### src/rtl/sha1_pkg.sv
// Shared SHA-1 constants, FSM state type and round helper functions
// for the preimage searcher and its round datapath.
package sha1_pkg;

  localparam logic [31:0] Iv0 = 32'h67452301;
  localparam logic [31:0] Iv1 = 32'hEFCDAB89;
  localparam logic [31:0] Iv2 = 32'h98BADCFE;
  localparam logic [31:0] Iv3 = 32'h10325476;
  localparam logic [31:0] Iv4 = 32'hC3D2E1F0;

  localparam logic [31:0] K0 = 32'h5A827999;
  localparam logic [31:0] K1 = 32'h6ED9EBA1;
  localparam logic [31:0] K2 = 32'h8F1BBCDC;
  localparam logic [31:0] K3 = 32'hCA62C1D6;

  typedef enum logic [2:0] {
    StIdle,
    StLoad,
    StRound,
    StCheck,
    StDone
  } state_e;

  function automatic logic [31:0] sha1_rotl(input logic [31:0] x, input int unsigned n);
    return (x << n) | (x >> (32 - n));
  endfunction

  function automatic logic [31:0] sha1_f(input logic [6:0] t, input logic [31:0] b,
                                         input logic [31:0] c, input logic [31:0] d);
    if (t < 7'd20) begin
      return (b & c) | (~b & d);
    end else if (t < 7'd40) begin
      return b ^ c ^ d;
    end else if (t < 7'd60) begin
      return (b & c) | (b & d) | (c & d);
    end
    return b ^ c ^ d;
  endfunction

  function automatic logic [31:0] sha1_k(input logic [6:0] t);
    if (t < 7'd20) begin
      return K0;
    end else if (t < 7'd40) begin
      return K1;
    end else if (t < 7'd60) begin
      return K2;
    end
    return K3;
  endfunction

  // Single-block padding: message in the top msg_bits, then a 1, zeros, 64-bit length.
  function automatic logic [511:0] sha1_pad(input logic [31:0] m, input int unsigned msg_bits);
    logic [511:0] blk;
    logic [8:0]   pos;
    blk            = '0;
    blk[511:480]   = m << (32 - msg_bits);
    pos            = 9'(511 - msg_bits);
    blk[pos]       = 1'b1;
    blk[63:0]      = 64'(msg_bits);
    return blk;
  endfunction

endpackage

### src/rtl/sha1_round_step.sv
// Combinational SHA-1 round: one compression step for round index t.
module sha1_round_step
  import sha1_pkg::*;
(
  input  logic [31:0] a,
  input  logic [31:0] b,
  input  logic [31:0] c,
  input  logic [31:0] d,
  input  logic [31:0] e,
  input  logic [31:0] w,
  input  logic [6:0]  t,
  output logic [31:0] a_nxt,
  output logic [31:0] b_nxt,
  output logic [31:0] c_nxt,
  output logic [31:0] d_nxt,
  output logic [31:0] e_nxt
);

  always_comb begin
    a_nxt = sha1_rotl(a, 5) + sha1_f(t, b, c, d) + e + sha1_k(t) + w;
    b_nxt = a;
    c_nxt = sha1_rotl(b, 30);
    d_nxt = c;
    e_nxt = d;
  end

endmodule

### src/rtl/sha1_preimage_search.sv
// Sequential SHA-1 preimage searcher, one round per clock over all MSG_BITS-bit candidates.
// Define SHA1_SEARCH_COUNT_EN to scan the whole space and report match_count.
module sha1_preimage_search
  import sha1_pkg::*;
#(
  parameter int unsigned MSG_BITS    = 10,
  parameter int unsigned TARGET_BITS = 24
) (
  input  logic                clk,
  input  logic                rst_n,
  input  logic                start,
  input  logic                abort,
  input  logic [159:0]        target,
  output logic                busy,
  output logic                done,
  output logic                found,
  output logic [MSG_BITS-1:0] preimage,
`ifdef SHA1_SEARCH_COUNT_EN
  output logic [MSG_BITS:0]   match_count,
`endif
  output logic [159:0]        digest
);

  localparam logic [6:0]          LastRound = 7'd79;
  localparam logic [MSG_BITS-1:0] LastCand  = '1;
  localparam logic [MSG_BITS-1:0] CandOne   = MSG_BITS'(1);

  state_e                   state_q, state_d;
  logic [MSG_BITS-1:0]      cand_q, cand_d;
  logic [6:0]               round_q, round_d;
  logic [TARGET_BITS-1:0]   tgt_q, tgt_d;
  logic [31:0]              a_q, b_q, c_q, d_q, e_q;
  logic [31:0]              a_d, b_d, c_d, d_d, e_d;
  logic [31:0]              a_nxt, b_nxt, c_nxt, d_nxt, e_nxt;
  // w_q[15] holds W[t]; w_q[0] holds W[t+15].
  logic [15:0][31:0]        w_q, w_d;
  logic [31:0]              w_new;
  logic                     busy_q, busy_d, done_q, done_d, found_q, found_d;
  logic [MSG_BITS-1:0]      pre_q, pre_d;
  logic [159:0]             dig_q, dig_d, sum;
  logic                     match;
  logic                     unused_target;
`ifdef SHA1_SEARCH_COUNT_EN
  localparam logic [MSG_BITS:0] CountOne = (MSG_BITS + 1)'(1);
  logic [MSG_BITS:0]        count_q, count_d;
`endif

  assign unused_target = ^target;

  sha1_round_step u_round (
    .a     (a_q),
    .b     (b_q),
    .c     (c_q),
    .d     (d_q),
    .e     (e_q),
    .w     (w_q[15]),
    .t     (round_q),
    .a_nxt (a_nxt),
    .b_nxt (b_nxt),
    .c_nxt (c_nxt),
    .d_nxt (d_nxt),
    .e_nxt (e_nxt)
  );

  assign w_new = sha1_rotl(w_q[2] ^ w_q[7] ^ w_q[13] ^ w_q[15], 1);
  assign sum   = {a_q + Iv0, b_q + Iv1, c_q + Iv2, d_q + Iv3, e_q + Iv4};
  assign match = (sum[159 -: TARGET_BITS] == tgt_q);

  always_comb begin
    state_d = state_q;
    cand_d  = cand_q;
    round_d = round_q;
    tgt_d   = tgt_q;
    a_d     = a_q;
    b_d     = b_q;
    c_d     = c_q;
    d_d     = d_q;
    e_d     = e_q;
    w_d     = w_q;
    busy_d  = (state_q == StLoad) || (state_q == StRound) || (state_q == StCheck);
    done_d  = done_q;
    found_d = found_q;
    pre_d   = pre_q;
    dig_d   = dig_q;
`ifdef SHA1_SEARCH_COUNT_EN
    count_d = count_q;
`endif

    unique case (state_q)
      StIdle, StDone: begin
        done_d = (state_q == StDone);
        if (start) begin
          tgt_d   = target[159 -: TARGET_BITS];
          cand_d  = '0;
          done_d  = 1'b0;
          found_d = 1'b0;
`ifdef SHA1_SEARCH_COUNT_EN
          count_d = '0;
`endif
          state_d = StLoad;
        end
      end
      StLoad: begin
        a_d     = Iv0;
        b_d     = Iv1;
        c_d     = Iv2;
        d_d     = Iv3;
        e_d     = Iv4;
        w_d     = sha1_pad(32'(cand_q), MSG_BITS);
        round_d = '0;
        state_d = StRound;
      end
      StRound: begin
        a_d     = a_nxt;
        b_d     = b_nxt;
        c_d     = c_nxt;
        d_d     = d_nxt;
        e_d     = e_nxt;
        w_d     = {w_q[14:0], w_new};
        round_d = round_q + 7'd1;
        if (round_q == LastRound) begin
          state_d = StCheck;
        end
      end
      StCheck: begin
`ifdef SHA1_SEARCH_COUNT_EN
        if (match) begin
          if (count_q == '0) begin
            pre_d = cand_q;
            dig_d = sum;
          end
          count_d = count_q + CountOne;
          found_d = 1'b1;
        end
        if (cand_q == LastCand) begin
          state_d = StDone;
        end else begin
          cand_d  = cand_q + CandOne;
          state_d = StLoad;
        end
`else
        if (match) begin
          found_d = 1'b1;
          pre_d   = cand_q;
          dig_d   = sum;
          state_d = StDone;
        end else if (cand_q == LastCand) begin
          found_d = 1'b0;
          state_d = StDone;
        end else begin
          cand_d  = cand_q + CandOne;
          state_d = StLoad;
        end
`endif
      end
      default: state_d = StIdle;
    endcase

    // Abort overrides everything, including a coincident start.
    if (abort) begin
      state_d = StIdle;
      busy_d  = 1'b0;
      done_d  = 1'b0;
      found_d = 1'b0;
`ifdef SHA1_SEARCH_COUNT_EN
      count_d = '0;
`endif
    end
  end

  always_ff @(posedge clk) begin
    if (!rst_n) begin
      state_q <= StIdle;
      cand_q  <= '0;
      round_q <= '0;
      tgt_q   <= '0;
      a_q     <= '0;
      b_q     <= '0;
      c_q     <= '0;
      d_q     <= '0;
      e_q     <= '0;
      w_q     <= '0;
      busy_q  <= 1'b0;
      done_q  <= 1'b0;
      found_q <= 1'b0;
      pre_q   <= '0;
      dig_q   <= '0;
`ifdef SHA1_SEARCH_COUNT_EN
      count_q <= '0;
`endif
    end else begin
      state_q <= state_d;
      cand_q  <= cand_d;
      round_q <= round_d;
      tgt_q   <= tgt_d;
      a_q     <= a_d;
      b_q     <= b_d;
      c_q     <= c_d;
      d_q     <= d_d;
      e_q     <= e_d;
      w_q     <= w_d;
      busy_q  <= busy_d;
      done_q  <= done_d;
      found_q <= found_d;
      pre_q   <= pre_d;
      dig_q   <= dig_d;
`ifdef SHA1_SEARCH_COUNT_EN
      count_q <= count_d;
`endif
    end
  end

  assign busy     = busy_q;
  assign done     = done_q;
  assign found    = found_q;
  assign preimage = pre_q;
  assign digest   = dig_q;
`ifdef SHA1_SEARCH_COUNT_EN
  assign match_count = count_q;
`endif

endmodule

### config.mk
export PLATFORM = sky130hd
export DESIGN_NAME = sha1_preimage_search
export DESIGN_NICKNAME = d
export VERILOG_FILES = /design/src/rtl/sha1_pkg.sv /design/src/rtl/sha1_round_step.sv /design/src/rtl/sha1_preimage_search.sv
export SDC_FILE = /design/constraint.sdc
export NUM_CORES = 2
export LEC_CHECK = 0
export BUFFER_PORTS_ARGS = -buffer_cell sky130_fd_sc_hd__buf_4
export CAP_MARGIN = 20
export CORE_MARGIN = 2
export CORE_UTILIZATION = 60
export DETAILED_ROUTE_END_ITERATION = 12
export HOLD_SLACK_MARGIN = 0.12
export PLACE_DENSITY = 0.76
export SYNTH_ARGS = -nofsm -noshare
export SYNTH_HDL_FRONTEND = slang
export SYNTH_SLANG_ARGS = --single-unit
### constraint.sdc
create_clock -name clk -period 7 [get_ports clk]
set_clock_uncertainty 0.1 [all_clocks]
set_input_delay 1.4 -clock clk [delete_from_list [all_inputs] [get_ports clk]]
set_output_delay 1.4 -clock clk [all_outputs]
set_load 0.05 [all_outputs]
==> metrics.txt <==
pwr dens 248.7 mW/mm2; Final nets 4707; setup ws final 0.7078 ns; vias per inst 6.021; sequential fraction of the synthesis area 44.19%; Non-Filler Instances 5313; Synth Instances 4388; Slew Viols, Final 0; worst-skew pair later-pin latency 0.65 ns; Root Buffer clkbuf_16; CTS tree built; Wirelength per Cell 19.17 um; GRT overflow 0; Yosys cell types 83; Starting Density 60.93%; Num CTS Buffers 89; overall routing resource usage 28.50%; vias in the first global route 29530; via count 31990; postcts setup bufs 0; die area 0.06921 mm2; H-Tree Depth 3; Area Overhead vs Synth 11.41%; global-route wire length before repair 160.8 mm; Mapped Area 0.04027 mm2; RSZ-0062 raised after global routing no; DP Cell Count 5152; met1 usage 38.05%; Final Setup Violations 0; Clock Pin Slew Worst Setup and Hold Paths 0.06 ns; height of the die 263.1 um; input/output buffers 200; hold_buf cts 0; startpoint types register; row count 94; # diodes 0; #FFs+latches synth 889; Final Hold Fails 0; relative slew slack 25.40%; share of cells above drive strength 1 9.575%; clk buf depth 3; # IOs 337; fin crit period 6.292 ns; drt total wl 101.8 mm; drc violations 0; Final ANT Viol Nets 0; Net Count, Synth 4715; Crit. End Element register; fraction of registers with async set/reset 0%; DRT Pass-1 Iters 6; final worst-path cycle share 89.89%; Max VDD drop 0.2106 mV; synthesized area per cell 9.178 um2; maximum number of pins on one net before global-route repair 228; Setup CP Type reg -> reg; DRT iter0 DRCs 3334; fmax 158.9 MHz; Least-Margin Pin Slew 1.119 ns; Core ar. 0.06610 mm2; Crit Path Max Fanout 9; Ys Warns 0; Main synth FF type dfxtp_1; peak-usage layer in the global routing report met2; EDFF count, synth 0; Leak 17.04 nW; Die X 263.1 um; dpl hpwl 67.81 mm; Placement Setup Slack 0.7965 ns; run status completed; Hold Crit Class reg -> reg; Placer Congestion 0.9414; clock net sink count 889; final setup TNS 0 ns; fin util 67.88%; met2 Use GR 45.20%; Max-Cap Viols 0; PostCTS Resize Cnt 0; crit path DAT 6.75 ns; worst endpoint required time 7.46 ns; GRT met3 Usage 4.714%; antenna violations before repair 0
power breakdown:
part / switching (mW) / internal (mW) / leakage [nW]
Sequential: 0.122 / 5.11 / 7.17
Combinational: 0.596 / 0.341 / 8.35
Clock: 2.07 / 2.92 / 1.52
Total: 2.79 / 8.37 / 17.0
metal layers:
metal	routed length, um	vias up
met5	0	-
met4	4570	0
met3	7058	261
met2	47070	1129
met1	43140	15430
li1	-	15170
cells by family after synthesis:
| family | count (synthesis) | share of synthesized area, % |
|---|---|---|
| buffers and inverters | 583 | 6.136 |
| XOR/XNOR | 281 | 6.419 |
| multiplexers | 184 | 4.592 |
| AND/OR/NAND/NOR | 1257 | 13.04 |
| adder cells (fa/ha/maj) | 163 | 7.264 |
| AO/OA/AOI/OAI | 1031 | 18.36 |
| flip-flops | 889 | 44.19 |
sequential cells by signal, indices dropped and copies added, names as in the netlist, 24 cells and up:
| name | cells |
|---|---|
| e_q | 32 |
| tgt_q | 24 |
| digest | 160 |
| c_q | 32 |
| b_q | 32 |
| w_q | 512 |
| d_q | 32 |
| a_q | 32 |
cells in the mapped netlist (11+ instances only):
master	count	area share, %
a211oi_1	16	0.30
a21o_1	15	0.28
a21oi_1	112	1.4
a221oi_1	37	0.80
a22oi_1	575	11
a31oi_1	14	0.22
and3_1	17	0.26
buf_12	11	0.55
buf_2	11	0.14
clkbuf_1	291	2.7
dfxtp_1	889	44
fa_1	118	5.9
ha_1	45	1.4
inv_1	246	2.3
mux2i_1	178	4.4
nand2_1	178	1.7
nand2b_1	23	0.36
nand3_1	39	0.48
nand4_1	15	0.23
nor2_1	872	8.1
nor2b_1	12	0.19
nor3_1	32	0.40
o211ai_1	12	0.22
o21ai_0	81	1.0
o221ai_1	21	0.46
o22ai_1	42	0.65
o31ai_1	12	0.22
xnor2_1	189	4.1
xor2_1	83	1.8
critical path, cell delays in order, from the launching register on:
cell       delay, ns
dfxtp_1         0.47
o21ai_0         0.11
nand2b_1        0.34
inv_1           0.25
nand2_1         0.31
nand2_1         0.12
buf_4           0.19
a222oi_1        0.36
fa_1            0.53
fa_1            0.49
inv_1           0.08
ha_1            0.19
inv_1           0.06
fa_1            0.39
nand2b_1        0.23
a211oi_1        0.23
nor2_1          0.12
o21a_1          0.26
a2111oi_0       0.43
nor4_1          0.16
o211a_1         0.28
a21oi_1         0.17
xnor2_1         0.09
a221oi_1        0.23
worst paths after layout:
path	start	to	slack [ns]	cells past startpoint
worst max register to register	round_q[4]	a_q[29]	0.71	23
worst min-delay path	tgt_q[14]	tgt_q[14]	0.37	2
worst min register to register	tgt_q[14]	tgt_q[14]	0.37	2
worst max-delay path	round_q[4]	a_q[29]	0.71	23
cell usage in the layout, fill, tap and decap left out, types with 10 or more instances in the layout:
cell type	synthesis	final
dfxtp_1	889	889
clkbuf_16	0	91
o22ai_1	42	42
nand3_1	39	39
nor2b_1	12	11
nor4_1	10	10
a21oi_1	112	112
a221oi_1	37	37
buf_4	4	223
nand2_1	178	178
a21o_1	15	15
clkbuf_1	291	14
ha_1	45	45
o31ai_1	12	12
fa_1	118	118
a22oi_1	575	575
and3_1	17	17
o221ai_1	21	21
o21a_1	10	10
inv_1	246	245
o211ai_1	12	12
nand2b_1	23	22
nor3_1	32	32
nand4_1	15	15
a31oi_1	14	14
clkbuf_8	0	17
buf_12	11	11
a211oi_1	16	16
xor2_1	83	83
xnor2_1	189	189
o21ai_0	81	81
nor2_1	872	870
mux2i_1	178	178
clkinv_2	0	18
stage by stage:
stage                     cell area [um2]  power [mW]  hold slack (ns)
final                               44870       11.16           0.3685
after global routing                44870       11.53           0.3958
after CTS                           44840       11.22           0.3707
after detailed placement            41750       6.261           0.3629
after global placement              41750       6.251           0.3585
after floorplan                     40270       6.011           0.3481
layout make-up:
type / count / area [um2]
clock buffers: 122 / 2564
clock inverters: 38 / 529.3
fillers: 5213 / 21230
inverters: 249 / 942.2
multi-input cells: 2916 / 20030
flip-flops and latches: 889 / 17800
well taps: 864 / 1081
repair buffers: 235 / 1922
No activity file was read; power rests on OpenSTA's default activity.
